$ cat src/rtl/lsu.sv
// Load/store unit: turns one execute-stage memory access into a single
// request/acknowledge bus transfer and returns the aligned, extended load result.

package lsu_pkg;
  localparam logic [2:0] MEM_B   = 3'b000;
  localparam logic [2:0] MEM_H   = 3'b001;
  localparam logic [2:0] MEM_W   = 3'b010;
  localparam logic [2:0] MEM_BU  = 3'b100;
  localparam logic [2:0] MEM_HU  = 3'b101;
  localparam logic [2:0] NOT_MEM = 3'b111;
endpackage

module lsu
  import lsu_pkg::*;
(
  input  logic        clk,
  input  logic        rst,
  input  logic        in_valid,
  output logic        in_ready,
  input  logic        in_we,
  input  logic [2:0]  in_sel,
  input  logic [31:0] in_addr,
  input  logic [31:0] in_wdata,
  output logic        out_valid,
  output logic [31:0] out_rdata,
  output logic        out_err,
  output logic        bus_req,
  output logic        bus_we,
  output logic [31:0] bus_addr,
  output logic [3:0]  bus_be,
  output logic [31:0] bus_wdata,
  input  logic        bus_ack,
  input  logic [31:0] bus_rdata
);

  typedef enum logic [1:0] {IDLE, REQ, RESP} state_e;

  function automatic logic is_mem(input logic [2:0] sel);
    return (sel == MEM_B) || (sel == MEM_BU) || (sel == MEM_H) ||
           (sel == MEM_HU) || (sel == MEM_W);
  endfunction

  function automatic logic misaligned(input logic [2:0] sel, input logic [1:0] off);
    logic r;
    case (sel)
      MEM_H, MEM_HU: r = off[0];
      MEM_W:         r = (off != 2'b00);
      default:       r = 1'b0;
    endcase
    return r;
  endfunction

  function automatic logic [3:0] lane_be(input logic [2:0] sel, input logic [1:0] off);
    logic [3:0] r;
    case (sel)
      MEM_B, MEM_BU: r = 4'b0001 << off;
      MEM_H, MEM_HU: r = 4'b0011 << {off[1], 1'b0};
      default:       r = 4'b1111;
    endcase
    return r;
  endfunction

  function automatic logic [31:0] lane_wdata(input logic [2:0] sel, input logic [31:0] wd);
    logic [31:0] r;
    case (sel)
      MEM_B, MEM_BU: r = {4{wd[7:0]}};
      MEM_H, MEM_HU: r = {2{wd[15:0]}};
      default:       r = wd;
    endcase
    return r;
  endfunction

  function automatic logic [31:0] extend_load(input logic [2:0] sel, input logic [1:0] off,
                                              input logic [31:0] word);
    logic [7:0]  b;
    logic [15:0] h;
    logic [31:0] r;
    b = word[{off, 3'b000} +: 8];
    h = off[1] ? word[31:16] : word[15:0];
    case (sel)
      MEM_B:   r = {{24{b[7]}}, b};
      MEM_BU:  r = {24'h0, b};
      MEM_H:   r = {{16{h[15]}}, h};
      MEM_HU:  r = {16'h0, h};
      default: r = word;
    endcase
    return r;
  endfunction

  state_e      state_q, state_d;
  logic        we_q, we_d;
  logic [2:0]  sel_q, sel_d;
  logic [31:0] addr_q, addr_d;
  logic [3:0]  be_q, be_d;
  logic [31:0] wdata_q, wdata_d;
  logic        err_q, err_d;
  logic [31:0] rdata_q, rdata_d;
  logic        out_valid_q, out_valid_d;
  logic [31:0] out_rdata_q, out_rdata_d;
  logic        out_err_q, out_err_d;

  always_comb begin
    // NOTE: every signal gets its hold value first so no path through the case infers a latch.
    state_d     = state_q;
    we_d        = we_q;
    sel_d       = sel_q;
    addr_d      = addr_q;
    be_d        = be_q;
    wdata_d     = wdata_q;
    err_d       = err_q;
    rdata_d     = rdata_q;
    out_valid_d = 1'b0;
    out_rdata_d = out_rdata_q;
    out_err_d   = out_err_q;

    case (state_q)
      IDLE: begin
        if (in_valid && is_mem(in_sel)) begin
          if (misaligned(in_sel, in_addr[1:0])) begin
            err_d   = 1'b1;
            state_d = RESP;
          end else begin
            err_d   = 1'b0;
            we_d    = in_we;
            sel_d   = in_sel;
            addr_d  = in_addr;
            be_d    = lane_be(in_sel, in_addr[1:0]);
            wdata_d = lane_wdata(in_sel, in_wdata);
            state_d = REQ;
          end
        end
      end
      REQ: begin
        if (bus_ack) begin
          rdata_d = bus_rdata;
          state_d = RESP;
        end
      end
      RESP: begin
        // The result is formatted here and registered, so it appears one cycle after RESP.
        state_d     = IDLE;
        out_valid_d = 1'b1;
        out_err_d   = err_q;
        out_rdata_d = (err_q || we_q) ? 32'h0 : extend_load(sel_q, addr_q[1:0], rdata_q);
      end
      default: state_d = IDLE;
    endcase
  end

  always_ff @(posedge clk or posedge rst) begin
    if (rst) begin
      state_q     <= IDLE;
      we_q        <= 1'b0;
      sel_q       <= MEM_W;
      addr_q      <= 32'h0;
      be_q        <= 4'h0;
      wdata_q     <= 32'h0;
      err_q       <= 1'b0;
      rdata_q     <= 32'h0;
      out_valid_q <= 1'b0;
      out_rdata_q <= 32'h0;
      out_err_q   <= 1'b0;
    end else begin
      // NOTE: non-blocking here so every register samples the pre-edge values of the others.
      state_q     <= state_d;
      we_q        <= we_d;
      sel_q       <= sel_d;
      addr_q      <= addr_d;
      be_q        <= be_d;
      wdata_q     <= wdata_d;
      err_q       <= err_d;
      rdata_q     <= rdata_d;
      out_valid_q <= out_valid_d;
      out_rdata_q <= out_rdata_d;
      out_err_q   <= out_err_d;
    end
  end

  assign in_ready  = (state_q == IDLE);
  assign bus_req   = (state_q == REQ);
  assign bus_we    = we_q;
  assign bus_addr  = {addr_q[31:2], 2'b00};
  assign bus_be    = be_q;
  assign bus_wdata = wdata_q;
  assign out_valid = out_valid_q;
  assign out_rdata = out_rdata_q;
  assign out_err   = out_err_q;

endmodule

$ cat config.mk
export PLATFORM = sky130hd
export DESIGN_NAME = lsu
export DESIGN_NICKNAME = d
export VERILOG_FILES = /design/src/rtl/lsu.sv
export SDC_FILE = /design/constraint.sdc
export NUM_CORES = 1
export LEC_CHECK = 0
export ABC_AREA = 0
export CORE_AREA = 2 2 95 143
export CTS_BUF_LIST = sky130_fd_sc_hd__clkbuf_4 sky130_fd_sc_hd__clkbuf_8 sky130_fd_sc_hd__clkbuf_16
export CTS_CLUSTER_SIZE = 25
export DETAILED_ROUTE_END_ITERATION = 8
export DIE_AREA = 0 0 97 145
export PLACE_DENSITY = 0.85
export RECOVER_POWER = 25
export SLEW_MARGIN = 20
export SYNTH_ARGS = -nofsm -noshare
export SYNTH_HDL_FRONTEND = slang
export SYNTH_SLANG_ARGS = --single-unit
$ cat constraint.sdc
create_clock -name clk -period 7.3 [get_ports clk]
set_input_delay 1.46 -clock clk [delete_from_list [all_inputs] [get_ports clk]]
set_output_delay 1.46 -clock clk [all_outputs]
set_load 0.005 [all_outputs]
# After elaboration in Yosys (flattened, before gate mapping)
# Index checks and enable logic that the tools add are counted.
[word_totals]
regBits = 141
in_bits = 104
output_inout_bits = 105
word_cells = 56
[classes]
n_eq_ne = 11
shift = 3
muxes = 14
n_bitwise = 1
reduce_logical = 16
[ops]
columns = ["op", "n"]
rows = [
  ["$pmux W32 S4", 1],
  ["$pmux W32 S2", 1],
  ["$mux W32", 1],
  ["$shiftx A32 B6 Y8", 1],
  ["$mux W16", 1],
  ["$eq A3 B3 Y1 const B", 4],
  ["$pmux W4 S2", 1],
  ["$eq A3 B1 Y1 const B", 2],
  ["$logic_not A3 Y1", 2],
  ["$mux W2", 3],
  ["$reduce_and A2 Y1", 3],
  ["$logic_or A1 B1 Y1", 5],
  ["$mux W1", 4],
  ["$ne A2 B1 Y1 const B", 2],
  ["$pmux W2 S2", 1],
  ["$reduce_or A2 Y1", 2],
  ["$shl A1 B2 Y4 const A", 1],
  ["$shl A2 B2 Y4 const A", 1],
  ["$eq A3 B2 Y1 const B", 1],
  ["$reduce_and A3 Y1", 1],
  ["$eq A2 B1 Y1 const B", 1],
  ["$eq A2 B2 Y1 const B", 1],
  ["$logic_not A2 Y1", 1],
  ["$pmux W1 S2", 1],
  ["other kinds (3)", 3],
]

# Depth between registers and ports, before layout
# Gate-level depths: netlist (run 1).
[depth]
depth_word = 11
mapped_depth = 7
mapped_depth_nobuf = 4

# Least setup slack after synthesis (run 1)
# No wires, ideal clock.
[synth_timing]
path_type = "input to register"
start = "input in_sel[0]"
end = "register addr_q[0]"
setup_ns = 0.125
t_arrival_ns = 2.556
required_time_ns = 7.175
slack_ns = 4.619
stages = 6
path_buffers = 3
path_cell_list = "buf_2 nor4_2 o211ai_2 buf_6 buf_6 mux2_4"
[synth_via]
elab_chain_cells = 7
elab_cells_between_ends = 16
classes_between = "eq/ne: 4; mux: 3; bitwise: 1; reduce/logical: 8"
[synth_rtl]
columns = ["item", "line", "text"]
rows = [
  ["start: declaration", "21", "input logic [2:0] in_sel,"],
  ["$eq A3 B1 Y1 (tied with other cells)", "39, 45", ""],
  ["$reduce_or A2 Y1 / $logic_or A1 B1 Y1 (equally long branches)", "45, 39", ""],
  ["$pmux W1 S2 / $logic_or A1 B1 Y1 (equally long branches)", "45, 39", ""],
  ["$mux W1 / $logic_or A1 B1 Y1 (equally long branches)", "118, 39", ""],
  ["$mux W1 / $logic_or A1 B1 Y1 (equally long branches)", "116, 40", ""],
  ["$not A1 Y1 (no line) / $logic_and A1 B1 Y1 (equally long branches)", "n/a", ""],
  ["$reduce_and A3 Y1 (no line) *", "n/a", ""],
  ["end signal: assignment", "168", "addr_q <= addr_d;"],
  ["end: declaration", "93", "logic [31:0] addr_q, addr_d;"],
]
# Every way passes the cells marked *; elsewhere a longest branch is shown, timed or not. The select of a mux whose other input is x is not followed.
# A chain may end at the register's enable or synchronous reset.

# Final worst setup path (run 1)
[layout_timing]
start = "register state_q[0]"
end = "register out_rdata_q[24] (netlist: out_rdata[24])"
[layout_via]
elab_chain_cells = 1
[layout_rtl]
columns = ["item", "line", "text"]
rows = [
  ["start: declaration", "90", "state_e state_q, state_d;"],
  ["start signal: assignment", "165", "state_q <= state_d;"],
  ["$eq A2 B2 Y1", "116", "case (state_q)"],
  ["end signal: assignment", "174", "out_rdata_q <= out_rdata_d;"],
  ["end: declaration", "99", "logic [31:0] out_rdata_q, out_rdata_d;"],
]
# Every way passes these cells.

==> flow_summary_export.csv, run 1 <==
group,metric,value,unit
sta,finalSetupViolCount,0,
critical_path,crit_family,"simple AND/OR/NAND/NOR gates",
logic_synthesis,post_synth.cell_area_avg,11.9,sq um
run_status,violations_in_the_final_reports,"max-capacitance violations, max-slew violations",
critical_path,crit_path_cell_trace,"nor4b_1, o2111ai_1, nand2_1",
place,place_area,0.00826,sq mm
die,floorplan.io_pins,209,
critical_path,flop2flop_setup_slack,2730,ps
route,drt-pass1-iter-count,7,
critical_path,timing.critical_path.from,"state_q[0]",
global_route,grt_overflow,0,
die,core-area,0.0128,sq mm
power,cellInternalPower,2390,uW
power,switching_power,958,uW
route,route.antenna.remaining_nets,0,
sta,finClkSkew,9.72,ps
cells_and_area,post-route-util,69.2,%
logic_synthesis,synth_cell_type_count,39,
power,clkPwrFrac,28.2,%
run,drv.max_cap_violation_count,4,
die,fp-row-count,51,
power,cellPowerDensity,377,mW/mm^2
clock_network,numCtsBuffers,17,
clock_network,clkSlewWorstSetupHoldPaths,60,ps
clock_network,cts_tree,"built",
clock_network,clock_latency_on_the_worst_skew_pair,410,ps
route,drtIter0Drc,203,
critical_path,timing.critical_path.arrival,4860,ps
critical_path,regToRegStartpoint,"state_q[0]",
die,initial_core_util,49.5,%
die,die-width,97,microns
global_route,antenna_found_initial,0,
power,pwr-share-comb,32.4,%
route,route.detailed.drc,0,
power,power_leakage,0.00394,uW
place,hpwlAfterDp,12.3,mm
critical_path,critPathRequiredTime,7590,ps
logic_synthesis,synth_seq_area_share,55.6,%
die,design.die.area,0.0141,sq mm
sta,relSlewSlack,-75.3,%
route,wl_per_cell,19.7,microns
power,ir_worst_vdd,0.153,mV
clock_network,cts-hold-fix-buffers,0,
power,pwr-share-seq,39.4,%
clock_network,clock_h_tree_levels,4,
sta,report.final.hold_viol_count,0,
clock_network,cts_post_setup_buffers_inserted,0,
critical_path,worstSetupPathType,"reg2reg",
critical_path,path_max_fanout,19,
clock_network,clkSinkCount,141,
global_route,number_of_global_route_vias_before_repair,5185,
clock_network,ctsRootBufferMaster,"sky130_fd_sc_hd__clkbuf_16",
logic_synthesis,synth.cell_area,0.00634,sq mm
run_status,outcome,"finished, violations left",
min_path,min_from,"bus_wdata[30]",
critical_path,critPathCaptureType,"flip-flop",
global_route,grt_start_max_net_pins,85,
cells_and_area,stdcell_area,0.00888,sq mm
cells_and_area,layout.nets,807,
place,gp_routability_congestion,0.869,
sta,period_share,62.6,%
sta,rsz0062_at_grt,"no",
power,power.switching_fraction,28.6,%
clock_network,clock_path_buffers,2,
cells_and_area,number_of_diodes,0,
min_path,min_path_type,"reg2reg",
place,place.port_buffers,206,
sta,fmax,219,MHz
critical_path,worst_path_max_delay_cell,"sky130_fd_sc_hd__nor4b_1",
sta,drv_slew,132,
logic_synthesis,ys_warn_count,0,
critical_path,crit_path_start_kind,"flip-flop",
sta,max_slew.worst_pin.slew,2590,ps
clock_network,postCtsResizedCells,0,
logic_synthesis,netlist_instances,535,
global_route,globalRouteTotalUtil,24.3,%
die,fp.dieH,145,microns
cells_and_area,layout.cells.most_common_list,"sky130_fd_sc_hd__clkdlybuf4s50_1 (204), sky130_fd_sc_hd__dfrtp_1 (140), sky130_fd_sc_hd__nand2_1 (67)",
critical_path,critical_path.n_buffers_inverters,0,
sta,timing.setup.tns,0,ps
route,routed-via-count,4819,
route,postRouteWirelength,17.2,mm
logic_synthesis,synth_seq_cells,141,
global_route,grt_pass1_wl,27.0,mm
sta,finalCriticalPeriod,4570,ps
critical_path,cpPeakStageDelay,2070,ps
route,viasPerCell,5.51,
cells_and_area,layout.cells.most_common,"sky130_fd_sc_hd__clkdlybuf4s50_1",
cells_and_area,layout-drive-gt1-share,17.5,%
cells_and_area,syn_to_final_growth,40.0,%
-- final cells by class --
| cell class | instances | area [sq um] |
|---|---|---|
| clock buffers | 20 | 454 |
| clock inverters | 11 | 191 |
| fillers | 910 | 3950 |
| inverters | 10 | 38.8 |
| multi-input cells | 321 | 2360 |
| flip-flops and latches | 141 | 3530 |
| well taps | 159 | 199 |
| repair buffers | 212 | 2110 |
-- stage by stage --
step	std cells	setup slack, ps	total power (uW)	hold slack, ps
after floorplan	536	2060	1830	473
after global placement	843	3370	2330	462
after detailed placement	843	3230	2400	470
after CTS	874	3670	3360	482
after global routing	874	2400	3500	502
final	874	2730	3340	476
-- worst paths after layout --
check | end | cells after the start
min in group asynchronous | addr_q[7] | 2
setup reg to reg | out_rdata[24] | 3
hold reg to reg | bus_wdata[30] | 2
hold / removal | bus_wdata[30] | 2
setup / recovery | out_rdata[24] | 3
max in group asynchronous | rdata_q[9] | 3
-- cell families after synthesis --
family / Yosys count / synth area share [%]
buffers and inverters: 74 / 7.02
muxes: 108 / 19.7
AOI/OAI and AO/OA: 117 / 11.1
other: 1 / 0.0591
DFF: 141 / 55.6
and+or+nand+nor: 94 / 6.45
-- worst min-delay path: stages, from the launching register on --
cell and delay (ps):
sky130_fd_sc_hd__dfrtp_1 340, sky130_fd_sc_hd__nand2_1 50, sky130_fd_sc_hd__o21ai_0 60
-- power by group through the flow --
stage	registers (uW)	clock network [uW]	logic (uW)
final	1320	944	1080
after floorplan	1260	0	568
after global placement	1300	0	1040
after detailed placement	1320	0	1080
after global routing	1350	992	1160
after CTS	1310	956	1090
-- cells in the mapped netlist, drive strengths merged --
master,number,area share (%)
a221oi,7,0.97
mux2,81,15
a211oi,1,0.12
and2,1,0.099
o211ai,1,0.20
a22oi,15,1.8
o2bb2a,1,0.16
buf,52,5.7
nand2b,5,0.49
mux2i,27,4.3
o21ba,1,0.16
nand2,67,4.0
dfstp,1,0.41
nand3,2,0.16
a21oi,14,1.2
a21boi,1,0.12
nor4,2,0.30
nor2,14,0.87
o22ai,9,0.99
nor4b,1,0.37
nor2b,1,0.099
o21ai,65,5.1
clkbuf,12,0.73
dfrtp,140,55
or2,1,0.099
conb,1,0.059
o2111ai,1,0.24
clkinv,1,0.059
a21o,1,0.12
inv,9,0.53
-- metal layers --
layer / share of wire, % / global-route usage [%] / vias up
li1: - / - / 2174
met1: 35 / 25.4 / 2379
met2: 56 / 45.2 / 222
met3: 6.0 / 5.68 / 44
met4: 3.7 / 11.3 / 0
met5: 0 / 0 / -
-- flip-flops by register name, indices dropped and copies added, names as in the netlist --
name       count
rdata_q       32
out_rdata     32
state_q        2
err_q          1
out_valid      1
addr_q        32
sel_q          3
out_err        1
bus_we         1
bus_wdata     32
bus_be         4
Note: power is estimated with default switching activity, not from simulation.
==> run 2: changes to the inputs <==
--- a/config.mk
+++ b/config.mk
@@ -6,12 +6,12 @@
 export NUM_CORES = 1
 export LEC_CHECK = 0
 export ABC_AREA = 0
-export CORE_AREA = 2 2 95 143
+export CORE_AREA = 2 2 104 156
 export CTS_BUF_LIST = sky130_fd_sc_hd__clkbuf_4 sky130_fd_sc_hd__clkbuf_8 sky130_fd_sc_hd__clkbuf_16
 export CTS_CLUSTER_SIZE = 25
 export DETAILED_ROUTE_END_ITERATION = 8
-export DIE_AREA = 0 0 97 145
-export PLACE_DENSITY = 0.85
+export DIE_AREA = 0 0 106 158
+export PLACE_DENSITY = 0.76
 export RECOVER_POWER = 25
 export SLEW_MARGIN = 20
 export SYNTH_ARGS = -nofsm -noshare
==> constraint.sdc (replaced) <==
create_clock -name clk -period 4.03 [get_ports clk]
set_input_delay 0.806 -clock clk [delete_from_list [all_inputs] [get_ports clk]]
set_output_delay 0.806 -clock clk [all_outputs]
set_load 0.005 [all_outputs]
==> run 2 against run 1 <==
  * The flow still finishes with violations (max-capacitance violations, max-slew violations)
  * Clock power rose by 61%
  * Cell area rose by 0.20%
  * Clock skew rose by 2.3 ps
  * Non-clock buffer count rose by 2
  * Largest cell class unchanged
  * Sequential power rose by 80%
==> flow_summary_export.csv, run 2 (synthesis results as in run 1) <==
group,metric,value,unit
sta,period_share,68.6,%
cells_and_area,layout.nets,809,
sta,drv_slew,142,
critical_path,timing.critical_path.from,"rst",
critical_path,worstSetupPathType,"in2async",
place,preCtsSetupSlack,1040,ps
die,design.die.area,0.0167,sq mm
place,hpwlAfterDp,12.3,mm
place,place_area,0.00834,sq mm
power,cellPowerDensity,657,mW/mm^2
clock_network,clock_latency_on_the_worst_skew_pair,410,ps
global_route,grt_overflow,0,
min_path,min_from,"bus_wdata[15]",
power,power_leakage,0.00391,uW
run_status,violations_in_the_final_reports,"max-capacitance violations, max-slew violations",
min_path,min_path_type,"reg2reg",
cells_and_area,final.fill_count,1294,
route,routed-via-count,4733,
sta,timing.setup.tns,0,ps
global_route,grt_start_max_net_pins,142,
critical_path,flop2flop_setup_slack,1700,ps
clock_network,cts_post_setup_buffers_inserted,0,
die,initial_core_util,41.0,%
sta,finalCriticalPeriod,2760,ps
clock_network,clock_h_tree_levels,4,
global_route,globalRouteTotalUtil,20.7,%
sta,report.final.hold_viol_count,0,
run_status,outcome,"finished, violations left",
critical_path,crit_path_start_kind,"input pin",
clock_network,numCtsBuffers,17,
sta,rsz0062_at_grt,"no",
place,place.port_buffers,206,
route,viasPerCell,5.14,
clock_network,cts-hold-fix-buffers,0,
clock_network,postCtsResizedCells,0,
sta,finClkSkew,12.0,ps
die,fp.dieH,158,microns
sta,fmax,362,MHz
clock_network,ctsRootBufferMaster,"sky130_fd_sc_hd__clkbuf_16",
clock_network,clkSinkCount,141,
critical_path,critPathRequiredTime,4180,ps
route,wl_per_cell,18.5,microns
route,route.detailed.drc,0,
route,drtIter0Drc,216,
route,postRouteWirelength,17.1,mm
critical_path,path_max_fanout,141,
critical_path,regToRegStartpoint,"bus_we",
sta,relSlewSlack,-25.6,%
cells_and_area,syn_to_final_growth,40.3,%
die,core-area,0.0155,sq mm
critical_path,critPathCaptureType,"async pin",
cells_and_area,layout-drive-gt1-share,18.1,%
cells_and_area,layout.cells.most_common_list,"sky130_fd_sc_hd__clkdlybuf4s50_1 (205), sky130_fd_sc_hd__dfrtp_1 (140), sky130_fd_sc_hd__nand2_1 (67)",
place,place_inst,889,
cells_and_area,layout.cells.most_common,"sky130_fd_sc_hd__clkdlybuf4s50_1",
critical_path,timing.critical_path.arrival,2910,ps
cells_and_area,stdcell_area,0.00890,sq mm
sta,finalSetupViolCount,0,
die,floorplan.io_pins,209,
global_route,grt_pass1_wl,26.6,mm
route,drt-pass1-iter-count,4,
run,drv.max_cap_violation_count,1,
cells_and_area,instances_no_fill,921,
sta,worst_slack,1270,ps
die,fp-row-count,56,
clock_network,clock_path_buffers,2,
sta,max_slew.worst_pin.slew,1880,ps
clock_network,clkSlewWorstSetupHoldPaths,60,ps
global_route,number_of_global_route_vias_before_repair,5026,
clock_network,cts_tree,"built",
place,gp_routability_congestion,0.840,
power,ir_worst_vdd,0.292,mV
global_route,antenna_found_initial,0,
cells_and_area,number_of_diodes,0,
die,die-width,106,microns
route,route.antenna.remaining_nets,0,
[run 2: metal layers]
layer,wire [microns],global-route usage [%],up-vias
met5,0,0,-
met3,1060,5.39,26
li1,-,-,2181
met2,9310,38.4,188
met4,415,8.58,0
met1,6270,22.3,2338
[run 2: final timing paths]
| check | cells after the start | to |
|---|---|---|
| worst max-delay path | 3 | rdata_q[9] |
| worst min-delay path | 2 | bus_wdata[15] |
| worst max register to register | 5 | out_rdata[17] |
| worst min register to register | 2 | bus_wdata[15] |
| max in group clk | 5 | addr_q[23] |
| min in group asynchronous | 3 | out_valid |
[run 2: layout make-up]
class / instances / area [sq um] / area share, %
Inverter: 10 / 41.3 / 0.464
Multi-Input combinational cell: 321 / 2380 / 26.8
Sequential cell: 141 / 3530 / 39.7
Timing Repair Buffer: 214 / 2120 / 23.8
Clock buffer: 17 / 425 / 4.78
Tap cell: 203 / 254 / 2.85
Clock inverter: 15 / 148 / 1.66
[run 2: stage by stage]
step	hold WS [ps]	utilization [%]	power [uW]
after floorplan	473	-	3310
after global placement	463	53.9	4250
after detailed placement	470	53.9	4350
after CTS	483	57.6	5910
after global routing	502	57.5	6170
final	476	57.5	5850
[run 2: critical path: stages]
cell and delay [ps]:
sky130_fd_sc_hd__dlygate4sd3_1 570, sky130_fd_sc_hd__clkinvlp_4 70, sky130_fd_sc_hd__clkbuf_4 1340
[run 2: power by group]
group | switching (uW) | internal (uW) | total, uW | leakage (uW)
clock | 653 | 869 | 1520 | 0.000279
sequential | 404 | 1970 | 2370 | 0.00174
combinational | 725 | 1230 | 1950 | 0.00189
